==> config.mk <==
export PLATFORM = sky130hd
export DESIGN_NAME = booth2_mult4u
export DESIGN_NICKNAME = d
export VERILOG_FILES = /design/src/rtl/booth2_pkg.sv /design/src/rtl/booth2_recoder.sv /design/src/rtl/booth2_mult4u.sv
export SDC_FILE = /design/constraint.sdc
export NUM_CORES = 1
export LEC_CHECK = 0
export BUFFER_PORTS_ARGS = -buffer_cell sky130_fd_sc_hd__buf_2
export CORE_MARGIN = 2
export CORE_UTILIZATION = 53
export CTS_CLUSTER_DIAMETER = 100
export DETAILED_ROUTE_END_ITERATION = 7
export PLACE_DENSITY_LB_ADDON = 0.15
export SETUP_SLACK_MARGIN = 0.4
export SYNTH_ARGS = -nofsm -noshare
export SYNTH_HDL_FRONTEND = slang
export SYNTH_SLANG_ARGS = --single-unit
export TNS_END_PERCENT = 50
==> constraint.sdc <==
create_clock -name clk -period 3.4 [get_ports clk]
set_input_delay 0.51 -clock clk [delete_from_list [all_inputs] [get_ports clk]]
set_output_delay 0.51 -clock clk [all_outputs]
set_load 0.02 [all_outputs]
==> src/rtl/booth2_pkg.sv <==
// Shared types and widths for the radix-4 Booth 4x4 unsigned multiplier.
package booth2_pkg;

  localparam int unsigned W  = 4;
  localparam int unsigned RW = 2 * W + 1;
  localparam int unsigned AW = 2 * W + 3;
  localparam int unsigned YW = W + 3;

  typedef enum logic [2:0] {
    LOAD,
    CALC0,
    CALC1,
    CALC2,
    DONE
  } state_t;

  // Booth-2 digit, range -2..+2
  typedef logic signed [2:0] digit_t;

  localparam digit_t DIG_ZERO = 3'sb000;
  localparam digit_t DIG_P1   = 3'sb001;
  localparam digit_t DIG_P2   = 3'sb010;
  localparam digit_t DIG_M1   = 3'sb111;
  localparam digit_t DIG_M2   = 3'sb110;

endpackage

==> src/rtl/booth2_recoder.sv <==
// Combinational Booth-2 recoder: maps a multiplier bit triple to the signed
// partial product digit*mcand, sign-extended to the accumulator width.
module booth2_recoder
  import booth2_pkg::*;
(
  input  logic [2:0]    triple,
  input  logic [W-1:0]  mcand,
  output logic [AW-1:0] pp
);

  digit_t        digit;
  logic [AW-1:0] ext;

  assign ext = AW'(mcand);

  // Triple to digit
  always_comb begin
    digit = DIG_ZERO;
    unique case (triple)
      3'b001, 3'b010: digit = DIG_P1;
      3'b011:         digit = DIG_P2;
      3'b100:         digit = DIG_M2;
      3'b101, 3'b110: digit = DIG_M1;
      default:        digit = DIG_ZERO;
    endcase
  end

  // Digit times multiplicand; negatives via two's complement
  always_comb begin
    pp = '0;
    unique case (digit)
      DIG_P1:  pp = ext;
      DIG_P2:  pp = ext << 1;
      DIG_M1:  pp = (~ext) + AW'(1);
      DIG_M2:  pp = (~(ext << 1)) + AW'(1);
      default: pp = '0;
    endcase
  end

endmodule

==> src/rtl/booth2_mult4u.sv <==
// Free-running sequential 4x4 unsigned Booth-2 multiplier, 5-clock result period.
// Optional BOOTH2_DONE_EN adds a one-clock done pulse when result refreshes.
module booth2_mult4u
  import booth2_pkg::*;
(
  input  logic          clk,
  input  logic          rst,
  input  logic [W-1:0]  x,
  input  logic [W-1:0]  multiplier,
  output logic [RW-1:0] result
`ifdef BOOTH2_DONE_EN
  ,
  output logic          done
`endif
);

  state_t        state;
  state_t        state_next;
  logic [W-1:0]  mcand;
  logic [YW-1:0] ybits;
  logic [AW-1:0] acc;
  logic [2:0]    triple;
  logic [AW-1:0] pp;
  logic [AW-1:0] pp_sh;

  booth2_recoder u_recoder (
    .triple (triple),
    .mcand  (mcand),
    .pp     (pp)
  );

  // State register
  always_ff @(posedge clk) begin
    if (!rst) begin
      state <= LOAD;
    end else begin
      state <= state_next;
    end
  end

  // Next state and triple selection
  always_comb begin
    state_next = state;
    triple     = 3'b000;
    unique case (state)
      LOAD: begin
        state_next = CALC0;
      end
      CALC0: begin
        state_next = CALC1;
        triple     = ybits[2:0];
      end
      CALC1: begin
        state_next = CALC2;
        triple     = ybits[4:2];
      end
      CALC2: begin
        state_next = DONE;
        triple     = ybits[6:4];
      end
      DONE: begin
        state_next = LOAD;
      end
      default: begin
        state_next = LOAD;
      end
    endcase
  end

  // Positional weight 4^i of the current partial product
  always_comb begin
    pp_sh = pp;
    unique case (state)
      CALC1:   pp_sh = pp << 2;
      CALC2:   pp_sh = pp << 4;
      default: pp_sh = pp;
    endcase
  end

  // Operand capture, accumulation and result publication
  always_ff @(posedge clk) begin
    if (!rst) begin
      mcand  <= '0;
      ybits  <= '0;
      acc    <= '0;
      result <= '0;
    end else begin
      unique case (state)
        LOAD: begin
          mcand <= x;
          ybits <= {2'b00, multiplier, 1'b0};
          acc   <= '0;
        end
        CALC0, CALC1, CALC2: begin
          acc <= acc + pp_sh;
        end
        DONE: begin
          result <= acc[RW-1:0];
        end
        default: begin
        end
      endcase
    end
  end

`ifdef BOOTH2_DONE_EN
  // High for the single cycle in which a freshly published result is visible
  always_ff @(posedge clk) begin
    if (!rst) begin
      done <= 1'b0;
    end else begin
      done <= (state == DONE);
    end
  end
`endif

endmodule

[After elaboration in Yosys (flattened, before gate mapping)]
Index checks and enable logic that the tools add are counted.
Storage, ports and cells
  bits in registers: 31
  latch bits: 0
  bits in writable memories: 0
  memory bits (read-only): 0
  input bits: 10
  logic and storage cells: 35
  memories: 0
Cells by class
  add/subtract/negate cells: 3
  $mul: 0
  div/mod/pow operators: 0
  order comparisons: 0
  equal/unequal tests: 14
  shift-type cells: 0
  multiplexer cells: 6
  bitwise logic cells: 2
  reductions and logical operators: 5
Operator list (count)
  $pmux W11 S2: 2
  $pmux W11 S4: 1
  $pmux W3 S4: 2
  $add A11 B1 Y11 const B: 2
  $eq A3 B3 Y1 const B: 6
  $eq A3 B2 Y1 const B: 5
  $add A11 B11 Y11: 1
  $not A4 Y11: 1
  $not A5 Y11: 1
  $eq A3 B1 Y1 const B: 3
  $pmux W3 S3: 1
  $reduce_or A2 Y1: 2
  $logic_not A3 Y1: 1
  $reduce_or A3 Y1: 1
  $reduce_bool A2 Y1: 1

[Depth between registers and ports, before layout]
Gate-level depths: netlist of run 1.
  depth in word-level cells: 10
  gate-level depth with buffers: 15
  gate-level depth less buffers: 15

[Hierarchy]
From an unflattened synthesis of run 1, not the netlist that was laid out.
Unflattened totals
  cells, all modules: 241
  area, all modules: 2008.2 µm²
By module, submodules not included
  booth2_mult4u: times used 1, cells an instance 184, area each 1652.8 µm², sequential area each 580.6 µm²
  booth2_recoder: times used 1, cells an instance 57, area each 355.3 µm², sequential area each 0.0 µm²

[Worst setup path before layout of run 1]
No wires, ideal clock.
  kind: register -> register
  start point: register mcand[0]
  end point: register acc[8]
  setup time: 73 ps
  arrival time: 3109 ps
  setup slack: 217 ps
  stages on the path, launching flop included: 15
  path buffers: 0
  path through: dfxtp_1 > inv_1 > ha_1 > nor3b_1 > nand2_1 > o2111ai_1 > a21boi_0 > o21ai_0 > ha_1 > o21ai_0 > o21ai_0 > a31oi_1 > or4_4 > and2_4 > o211ai_2
On the way
  word-level cells in the longest chain between the ends: 6
RTL lines
  start: declaration: RTL line booth2_mult4u.sv:19  | logic [W-1:0] mcand;
  start signal: assignment: RTL line booth2_mult4u.sv:83  | mcand <= '0;
  start signal: assignment: RTL line booth2_mult4u.sv:90  | mcand <= x;
  $not A4 Y11 or $not A5 Y11 (tied branches): RTL line booth2_recoder.sv:34, booth2_recoder.sv:35
  $add A11 B1 Y11 (on tied branches): RTL line booth2_recoder.sv:34, booth2_recoder.sv:35
  $pmux W11 S4 *: RTL line booth2_recoder.sv:31  | unique case (digit)
  $pmux W11 S2 *: RTL line booth2_mult4u.sv:73  | unique case (state)
  $add A11 B11 Y11 *: RTL line booth2_mult4u.sv:95  | acc <= acc + pp_sh;
  $pmux W11 S2 *: RTL line booth2_mult4u.sv:88  | unique case (state)
  end signal: assignment: RTL line booth2_mult4u.sv:95
  end: declaration: RTL line booth2_mult4u.sv:21  | logic [AW-1:0] acc;
Mark *: on every way between the ends. The rest lies on a longest branch, timed or not.
A chain may end at the register's enable or synchronous reset.

[Worst setup path after layout of run 1]
  start point: register state[0]
  end point: register acc[8]
On the way
  word-level cells in the longest chain between the ends: 10
RTL lines
  start: declaration: RTL line booth2_mult4u.sv:17  | state_t state;
  start signal: assignment: RTL line booth2_mult4u.sv:37  | state <= state_next;
  $eq A3 B2 Y1 or $eq A3 B1 Y1 (tied branches): RTL line booth2_mult4u.sv:45, booth2_mult4u.sv:73, booth2_mult4u.sv:88
  $pmux W3 S3: RTL line booth2_mult4u.sv:45  | unique case (state)
  $eq A3 B3 Y1, or another cell as far along: RTL line booth2_recoder.sv:19  | unique case (triple)
  $reduce_or A2 Y1: RTL line booth2_recoder.sv:19
  $pmux W3 S4: RTL line booth2_recoder.sv:19
  $eq A3 B3 Y1, or another cell as far along: RTL line booth2_recoder.sv:31
  $pmux W11 S4: RTL line booth2_recoder.sv:31
  $pmux W11 S2: RTL line booth2_mult4u.sv:73
  $add A11 B11 Y11: RTL line booth2_mult4u.sv:95
  $pmux W11 S2: RTL line booth2_mult4u.sv:88
Parallel ways exist; a longest one is shown, timed or not.

==> impl_results.md, run 1 <==
* Max stage delay on crit path at 0.49 ns
* R2R cell count at 14
* Remaining antenna violation count after routing at 0
* WP buf/inv at 1
* RSZ-0062 raised after global routing: true
* Kind of start point of the critical path: flop
* First-pass GRT wire length at 8.60 mm
* Post-Synth Simple-Gate Area at 27.2%
* CP delay by family, top: simple AND/OR/NAND/NOR gates
* Pre-antenna DRT Iters at 4
* Synth cell types at 51
* WP data required at 3.62 ns
* Final setup vio count at 0
* Final setup margin at 0.321 ns
* Gr ovfl total at 0
* Overall Global Routing Usage at 26.5%
* # port buffers at 18
* Mapped Nets at 265
* R2R Setup Slk at 0.32 ns
* Commonest non-fill, non-tap cell in the layout: buf_4
* CTS tree: yes
* Crit end category: flop
* Mean Syn Cell Area at 8.09 sq um
* Post-synth top area cell: dfxtp_1
* Synth warn at 0
* Clk_lat worst skew at 0.28 ns
* Height of the die at 65.0 um
* Clock skew at 0.00233 ns
* Ant. Diodes at 0
* Max Fanout on Critical Path at 8
* Cell Area, Synth at 0.00197 sq mm
* Post-synth top area share at 29.4%
* Flops & latches, synth at 29
* Worst hold stages at 2
* DP HPWL at 3.46 mm
* Seq/Total Area, Yosys at 29.4%
* # rows at 22
* Max-Cap Viols at 0
* FMAX at 325 MHz
* Nets at 311
* Fin. max-slew vios at 0
* Post-Route Setup TNS at 0 ns
* Leakage power total at 0.00107 uW
* Longest Clk Path Bufs at 2
* Tightest Pin Transition at 0.676 ns
* Post-Synth Adder-Cell Area at 7.35%
* Max_slew headroom at 54.8%
* Synth Area in Compound Gates at 24.3%
* Worst R2R End: acc[8]
* Async set-reset flop share out of synthesis at 0%
* Clock transition at path regs at 0.06 ns
* Drt drc at 0
* Final wirelength at 5.44 mm
* WL/cell at 16.0 um
* TritonCTS sink count at 29
* Final Hold Viols at 0
* Die ar. at 0.00423 sq mm
* Cells along the critical path: nand3b_1 -> a21oi_4 -> buf_4 -> nand4_1 -> a21boi_1 -> nor2_2 -> o22ai_2 -> ha_4 -> o21ai_2 -> o21ai_1 -> a31oi_1 -> or4_4 -> and2_4 -> o211ai_2
* Min-delay src: result[0]
* EDFF count, synth at 0
* Layout area overhead at 31.3%
* Largest net degree at the start of global routing at 33
* Boundary Pins at 19
* Hold WC Path Type: flop to flop
* Number of global-route vias before repair at 1,823
* Tcrit/Tclk final at 90.5%
* Most used flip-flop cell after synthesis: dfxtp_1
* Main combinational cell family by area after synthesis: simple AND/OR/NAND/NOR gates
* Xor and xnor area share after synthesis at 2.66%
* DIE WIDTH at 65.0 um
* DR vias/cell at 5.80
* Crit path time final at 3.08 ns
* Pwr dens at 407 mW/mm^2
* Routability cong. at 0.928
* Most frequent cells in the layout: buf_4, nand2_1, dfxtp_1
* Share of cells above drive strength 1 at 32.6%
* Total CTS buffers at 5
* Clk root buf: clkbuf_8
* Initial antenna violation count at 0
* Core area at 0.00363 sq mm
* Worst r2r src: state[0]
* Mux contribution to synthesized area at 5.20%
* Number of DRC markers in iteration 0 at 127
* Via count at 1,967
* Critical Path AT at 3.29 ns
* Mapped Cells at 244
* Initial Util at 54.3%
* Worst Hold Endpoint: result[0]
* VDD IR max at 341 uV
* Status: complete, no violations
* Synth top area cells: dfxtp_1, ha_1, nand2_1, nor2b_1, a21boi_0
* Kind of critical path: flop to flop
* CTS H-tree lvls at 2
* Worst slack, placed at 0.0296 ns
* Slowest CP cell: or4_4
[logic make-up after synthesis]
group	Yosys count
adder cells (fa/ha/maj)	11
multiplexers	10
XOR/XNOR	6
flip-flops	29
AO/OA/AOI/OAI	68
AND/OR/NAND/NOR	103
buffers and inverters	17
[worst min-delay path, stage by stage, from the launching register on]
cell      delay [ns]
dfxtp_1         0.31
nand2_1         0.05
a21boi_0        0.06
[metal layers]
layer | global-route usage [%] | up-vias | wire length, um
li1 | - | 968 | -
met1 | 32.0 | 924 | 2350
met2 | 45.4 | 63 | 2710
met3 | 5.73 | 12 | 239
met4 | 11.2 | 0 | 136
met5 | 0 | - | 0
[layout make-up]
class	instances	area [sq um]
multi-input combinational	198	1470
fill	300	1040
sequential	29	589
timing repair buffer	51	342
clock buffer	7	86.3
tap	48	60.1
clock inverter	1	30.0
inverter	5	18.8
[where the power goes]
group,switching (uW),internal (uW),total [uW]
clock,139,239,378
combinational,156,140,296
sequential,24.8,357,382
total,319,736,1060
[worst max-delay path by stage]
stage / from / to / slack, ns / depth (start not counted)
3_5_place_dp: state[1] / acc[8] / 0.03 / 13
2_1_floorplan: state[0] / acc[8] / 0.40 / 14
5_1_grt: state[0] / acc[8] / 0.20 / 14
6_report: state[0] / acc[8] / 0.32 / 14
3_3_place_gp: state[1] / acc[8] / 0.08 / 13
4_1_cts: state[0] / acc[8] / 0.39 / 13
[registers in the layout, indices dropped and copies added (netlist names)]
register and cells:
ybits 4, acc 9, result 9, state 3
mcand 4
[stage by stage]
stage          area (sq um)  util, %  cells  hold WS, ns  total power, uW
5_1_grt                2590     71.3    339        0.484             1100
2_1_floorplan          2010        -    244        0.457              553
3_5_place_dp           2210     60.8    313        0.456              623
6_report               2590     71.3    339        0.462             1060
3_3_place_gp           2210     60.8    313        0.451              623
4_1_cts                2530     69.8    338        0.465             1040
[synth_stat cells (2+ instances only)]
| library cell | instances |
|---|---|
| a22oi_1 | 5 |
| o21bai_1 | 2 |
| o221ai_1 | 2 |
| ha_1 | 10 |
| nand3b_1 | 2 |
| inv_1 | 5 |
| o22ai_1 | 2 |
| and3_1 | 2 |
| nand2b_1 | 4 |
| nor3_1 | 6 |
| a21o_1 | 3 |
| nand2_1 | 32 |
| nand4_1 | 2 |
| a211oi_1 | 2 |
| a21oi_4 | 2 |
| nor2b_1 | 16 |
| a21boi_0 | 12 |
| clkbuf_1 | 9 |
| xor2_1 | 2 |
| a21oi_1 | 11 |
| o211ai_1 | 2 |
| o21ai_0 | 15 |
| nand3_1 | 12 |
| nor2_1 | 16 |
| mux2_2 | 2 |
| mux2i_1 | 8 |
| dfxtp_1 | 29 |
| nor3b_1 | 2 |
| xnor2_1 | 4 |
| a32oi_1 | 2 |
[repair_timing]
item,in CTS,in global routing
resized for setup,24,14
hold buffers,0,0
pin swaps,20,12
setup buffers,17,1
setup endpoints to repair,4,4
(Power assumes the default switching activity.)
==> inputs of run 2 (changes only) <==
SETUP_SLACK_MARGIN = 0.3   (was 0.4)
==> run 2 against run 1 <==
Net effect: routed wire length shrank 0.94%; cell count grew 0.29%; sequential share of layout area shrank 0.14 points; design area grew 1.1%; critical endpoint unchanged.
==> impl_results.md, run 2 (synthesized netlist as in run 1, its figures left out) <==
* Nets at 312 (+0.32%)
* # port buffers at 18 (unchanged)
* Longest Clk Path Bufs at 2 (unchanged)
* WL/cell at 15.9 um (-1.2%)
* Drt drc at 0 (unchanged)
* Top Registers: acc x9, result x9
* Routability cong. at 0.905 (-2.5%)
* Height of the die at 65.0 um (unchanged)
* Crit path time final at 3.08 ns (+0.00199 ns)
* Hold WC Path Type: flop to flop
* Fin. max-slew vios at 0 (unchanged)
* Most frequent cells in the layout: buf_4, nand2_1, dfxtp_1
* Ant. Diodes at 0 (unchanged)
* CTS tree: yes
* Clock transition at path regs at 0.06 ns (about the same)
* Overall Global Routing Usage at 26.4% (-0.14 points)
* Kind of critical path: flop to flop
* Max Fanout on Critical Path at 7 (-1)
* WP data required at 3.62 ns (about the same)
* Largest net degree at the start of global routing at 33 (unchanged)
* DR WL met2 at 2.76 mm (+1.8%)
* Die ar. at 0.00423 sq mm (unchanged)
* Number of fill cells at 303 (+1.0%)
* Worst r2r src: state[0]
* Min-delay src: result[5]
* Total CTS buffers at 5 (unchanged)
* Core area at 0.00363 sq mm (unchanged)
* Status: complete, no violations
* Pre-antenna DRT Iters at 5 (+1)
* DIE WIDTH at 65.0 um (unchanged)
* Boundary Pins at 19 (unchanged)
* FMAX at 325 MHz (about the same)
* Initial Util at 54.3% (unchanged)
* Commonest non-fill, non-tap cell in the layout: buf_4
* Clk root buf: clkbuf_8
* Final Hold Viols at 0 (unchanged)
* Placed Cells at 318 (+1.6%)
* Remaining antenna violation count after routing at 0 (unchanged)
* DR WL met3 at 213 um (-11%)
* Post-Route Setup TNS at 0 ns (unchanged)
* Via count at 1,934 (-1.7%)
* CTS H-tree lvls at 2 (unchanged)
* Final setup margin at 0.319 ns (-0.00199 ns)
* DR vias/cell at 5.69 (-2.0%)
* Max-Cap Viols at 0 (unchanged)
* CTS Hold Bufs at 0 (unchanged)
* Kind of start point of the critical path: flop
* WL met1 at 2.26 mm (-3.7%)
* Share of cells above drive strength 1 at 36.3% (+3.7 points)
* Layout area overhead at 32.7%
* Final wirelength at 5.39 mm (-0.94%)
* TritonCTS sink count at 29 (unchanged)
* Crit end category: flop
* DP HPWL at 3.47 mm (+0.12%)
* Cell Count, Final, Fillers Out at 340 (+0.29%)
* Top sig layer: met4
* Final setup vio count at 0 (unchanged)
* CP startpoint: state[0]
* Clk_lat worst skew at 0.28 ns (about the same)
* Number of DRC markers in iteration 0 at 169 (+33%)
* Tcrit/Tclk final at 90.6% (about the same)
* Initial antenna violation count at 0 (unchanged)
* Gr ovfl total at 0 (unchanged)
* Number of global-route vias before repair at 1,866 (+2.4%)
* # rows at 22 (unchanged)
* First-pass GRT wire length at 8.58 mm (-0.33%)
* Clock skew at 0.00447 ns (+0.00214 ns)
* Critical Path AT at 3.30 ns (about the same)
* VDD IR max at 259 uV (-24%)
* Max_slew headroom at 41.5% (-13 points)
* RSZ-0062 raised after global routing: true
* Hold WS at 0.460 ns (-0.00147 ns)
* Worst slack, placed at 0.0529 ns (+0.0234 ns)
* Leakage power total at 0.00105 uW (-1.4%)
* Tightest Pin Transition at 0.871 ns (+0.195 ns)
* Pwr dens at 408 mW/mm^2 (+0.23%)
-- run 2: changes by cell type in the layout (fill, tap and decap cells not counted), moves of 2 or more --
cell	delta
a21oi_2	+2
a21oi_1	-2
dfxtp_2	+2
dfxtp_1	-2
o21ai_2	+2
-- run 2: metal layers --
layer / GRT usage [%] / vias up
met3: 5.90 / 15
met4: 10.9 / 0
met5: 0 / -
met1: 31.8 / 901
met2: 45.2 / 47
li1: - / 971
-- run 2: worst max-delay path, stage by stage, from the launching register on --
cell and delay [ns]:
dfxtp_4 0.37, nand3b_1 0.24, a21oi_4 0.30, buf_6 0.15, a211o_1 0.11, o221ai_2 0.12, o211ai_1 0.18, o21ai_1 0.09
ha_1 0.34, o21ai_2 0.10, o21ai_2 0.12, a31oi_1 0.11, or4_4 0.49, and2_4 0.17, o211ai_2 0.11
-- run 2: final timing paths --
path	to	slack (ns)	cells after the start
max	acc[8]	0.32	14
min	result[5]	0.46	2
max reg2reg	acc[8]	0.32	14
min reg2reg	result[5]	0.46	2
-- run 2: power by group --
group | total, uW | leakage (uW) | internal, uW | switching (uW)
Clock | 374 | 0.0000585 | 239 | 135
Sequential | 382 | 0.000238 | 358 | 24.7
Combinational | 313 | 0.000755 | 149 | 164
Total | 1070 | 0.00105 | 745 | 324
-- run 2: what timing repair did --
| item | 4_1_cts | 5_1_grt |
|---|---|---|
| setup buffers | 9 | 5 |
| gates resized for setup | 16 | 34 |
| pin swaps | 8 | 18 |
| setup endpoints to repair | 3 | 4 |
-- run 2: cell type report --
| cell class | instances | area [sq um] | area share [%] |
|---|---|---|---|
| Multi-Input combinational cell | 198 | 1480 | 56.6 |
| Sequential cell | 29 | 592 | 22.6 |
| Timing Repair Buffer | 52 | 349 | 13.3 |
| Clock buffer | 7 | 86.3 | 3.30 |
| Tap cell | 48 | 60.1 | 2.29 |
| Clock inverter | 1 | 30.0 | 1.15 |
| Inverter | 5 | 18.8 | 0.716 |
-- run 2: metrics by stage --
step | instance area [sq um] | utilization (%) | total power (uW)
2_1_floorplan | 1990 | - | 549
3_3_place_gp | 2230 | 61.3 | 631
3_5_place_dp | 2230 | 61.3 | 629
4_1_cts | 2460 | 67.7 | 1030
5_1_grt | 2620 | 72.1 | 1120
6_report | 2620 | 72.1 | 1070
==> inputs of run 3 (changes only) <==
CORE_UTILIZATION = 55   (was 53)
CTS_BUF_LIST = sky130_fd_sc_hd__clkbuf_8   (was unset)
==> run 3 against run 2 <==
Net effect: hold slack worse by 0.00080 ns; sequential power hardly changed; global-route usage up 0.22 points; worst setup slack lost 0.079 ns; clock skew decreased by 0.00086 ns; combinational power shrank 15%; utilization is 0.46 points lower; sequential share of layout area rose by 1.7 points; largest power group unchanged.
==> impl_results.md, run 3 (synthesized netlist as in run 1, its figures left out) <==
* Status: complete, no violations
* FMAX at 317 MHz (-2.5%)
* Core area at 0.00339 sq mm (-6.7%)
* CTS H-tree lvls at 2 (unchanged)
* TritonCTS sink count at 29 (unchanged)
* Overall Global Routing Usage at 26.6% (+0.22 points)
* Slowest CP cell: or4_4
* Share of cells above drive strength 1 at 29.9% (-6.4 points)
* Gr ovfl total at 0 (unchanged)
* Critical Path Most Common Cell: ha_1
* Pre-antenna DRT Iters at 4 (-1)
* RSZ-0062 raised after global routing: true
* Kind of start point of the critical path: flop
* Ant. Diodes at 0 (unchanged)
* Remaining antenna violation count after routing at 0 (unchanged)
* Drt drc at 0 (unchanged)
* Number of DRC markers in iteration 0 at 172 (+1.8%)
* Cell Count, Final, Fillers Out at 327 (-3.8%)
* Largest net degree at the start of global routing at 33 (unchanged)
* Final setup vio count at 0 (unchanged)
* Final Hold Viols at 0 (unchanged)
* DIE WIDTH at 63.9 um (-1.7%)
* WL/cell at 15.0 um (-5.5%)
* Max stage delay on crit path at 0.51 ns (+0.02 ns)
* # rows at 21 (-4.5%)
* WP data required at 3.61 ns (about the same)
* Clk root buf: clkbuf_8
* Pwr dens at 380 mW/mm^2 (-6.8%)
* Crit path time final at 3.16 ns (+0.0788 ns)
* R2R Setup Slk at 0.24 ns (-0.08 ns)
* Crit end category: flop
* Height of the die at 63.9 um (-1.7%)
* Max-Cap Viols at 0 (unchanged)
* Worst slack, placed at 0.0387 ns (-0.0143 ns)
* CP delay by family, top: compound AO/OA/AOI/OAI gates
* Layout area overhead at 23.0%
* # port buffers at 18 (unchanged)
* Total CTS buffers at 5 (unchanged)
* Nets at 301 (-3.5%)
* Worst Hold Endpoint: result[0]
* Core Util, Final at 71.7% (-0.46 points)
* Critical Path AT at 3.37 ns (+0.07 ns)
* Cells along the critical path: inv_1 -> ha_1 -> nor2_1 -> o21ai_1 -> mux2_2 -> o221ai_2 -> nand2_1 -> o21ai_0 -> ha_1 -> a211oi_2 -> o21ai_2 -> a31oi_2 -> or4_4 -> and2_4 -> o211ai_2
* Worst r2r src: mcand[1]
* First-pass GRT wire length at 8.54 mm (-0.48%)
* Clock skew at 0.00361 ns (-0.000856 ns)
* Tightest Pin Transition at 0.655 ns (-0.216 ns)
* Die ar. at 0.00409 sq mm (-3.4%)
* Fin. max-slew vios at 0 (unchanged)
* Initial Util at 58.3% (+3.9 points)
* R2R cell count at 15 (+1)
* Post-Route Setup TNS at 0 ns (unchanged)
* WP buf/inv at 1 (unchanged)
* Worst hold stages at 2 (unchanged)
* Hold WC Path Type: flop to flop
* Most frequent cells in the layout: nand2_1, dfxtp_1, buf_4
* Placed Cells at 307 (-3.5%)
* Final setup margin at 0.241 ns (-0.0788 ns)
* Leakage power total at 0.000996 uW (-5.3%)
* Top Registers: acc x9, result x9
* Longest Clk Path Bufs at 2 (unchanged)
* Final wirelength at 4.90 mm (-9.1%)
* Kind of critical path: flop to flop
* Min-delay src: result[0]
* Routability cong. at 0.932 (+3.0%)
* Clk_lat worst skew at 0.28 ns (about the same)
* DR vias/cell at 5.78 (+1.6%)
* DP HPWL at 3.34 mm (-3.8%)
* Commonest non-fill, non-tap cell in the layout: nand2_1
* Number of global-route vias before repair at 1,842 (-1.3%)
* Initial antenna violation count at 0 (unchanged)
* Max Fanout on Critical Path at 5 (-2)
* Worst R2R End: acc[8]
* VDD IR max at 318 uV (+23%)
* CTS tree: yes
* Clock transition at path regs at 0.07 ns (about the same)
* Via count at 1,889 (-2.3%)
* Max_slew headroom at 56.2% (+15 points)
* Tcrit/Tclk final at 92.9% (+2.3 points)
* Boundary Pins at 19 (unchanged)
## run 3: cell count changes in the layout (fill, tap and decap cells not counted), sizes merged
cell	delta
clkinvlp	+1
clkbuf	-2
bufinv	-1
clkinv	+2
buf	-11
## run 3: worst max path at each step
| stage | cells past startpoint | endpoint | startpoint |
|---|---|---|---|
| 6_report | 15 | acc[8] | mcand[1] |
| 5_1_grt | 14 | acc[8] | state[0] |
| 2_1_floorplan | 14 | acc[8] | state[1] |
| 4_1_cts | 14 | acc[8] | state[0] |
| 3_5_place_dp | 13 | acc[8] | state[1] |
| 3_3_place_gp | 13 | acc[8] | state[1] |
## run 3: area by class of cell
cell class	instances	area, sq um
well taps	46	57.6
fillers	275	961
multi-input cells	198	1410
clock inverters	3	17.5
inverters	5	18.8
flip-flops and latches	29	591
repair buffers	41	263
clock buffers	5	68.8
## run 3: routing by layer
layer	GRT usage [%]	up-vias	part of all wire, %
li1	-	948	-
met1	34.5	864	46
met2	43.2	62	48
met3	4.93	15	4.0
met4	11.1	0	2.4
met5	0	-	0
## run 3: stage by stage
| stage | cell area, sq um | total power, uW | hold slack, ns |
|---|---|---|---|
| 4_1_cts | 2410 | 917 | 0.464 |
| 3_3_place_gp | 2160 | 611 | 0.447 |
| 3_5_place_dp | 2160 | 612 | 0.455 |
| 2_1_floorplan | 1990 | 549 | 0.457 |
| 6_report | 2430 | 923 | 0.459 |
| 5_1_grt | 2430 | 969 | 0.485 |
## run 3: tightest hold or removal path, cell delays in order (launching register included)
cell	delay [ns]
dfxtp_1	0.31
nand2_1	0.04
a21boi_0	0.06
## run 3: report_power, final
part | internal, uW | leakage (uW) | total [uW] | switching (uW)
sequential | 357 | 0.000238 | 380 | 22.8
clock | 141 | 0.0000439 | 277 | 136
combinational | 120 | 0.000714 | 266 | 146
## run 3: what timing repair did
| action | CTS | global route |
|---|---|---|
| setup buffers | 12 | 0 |
| cloned | 0 | 0 |
| resized for setup | 23 | 6 |
| endpoints found under the setup margin | 3 | 4 |
| pin swaps | 12 | 2 |
| hold buffers | 0 | 0 |
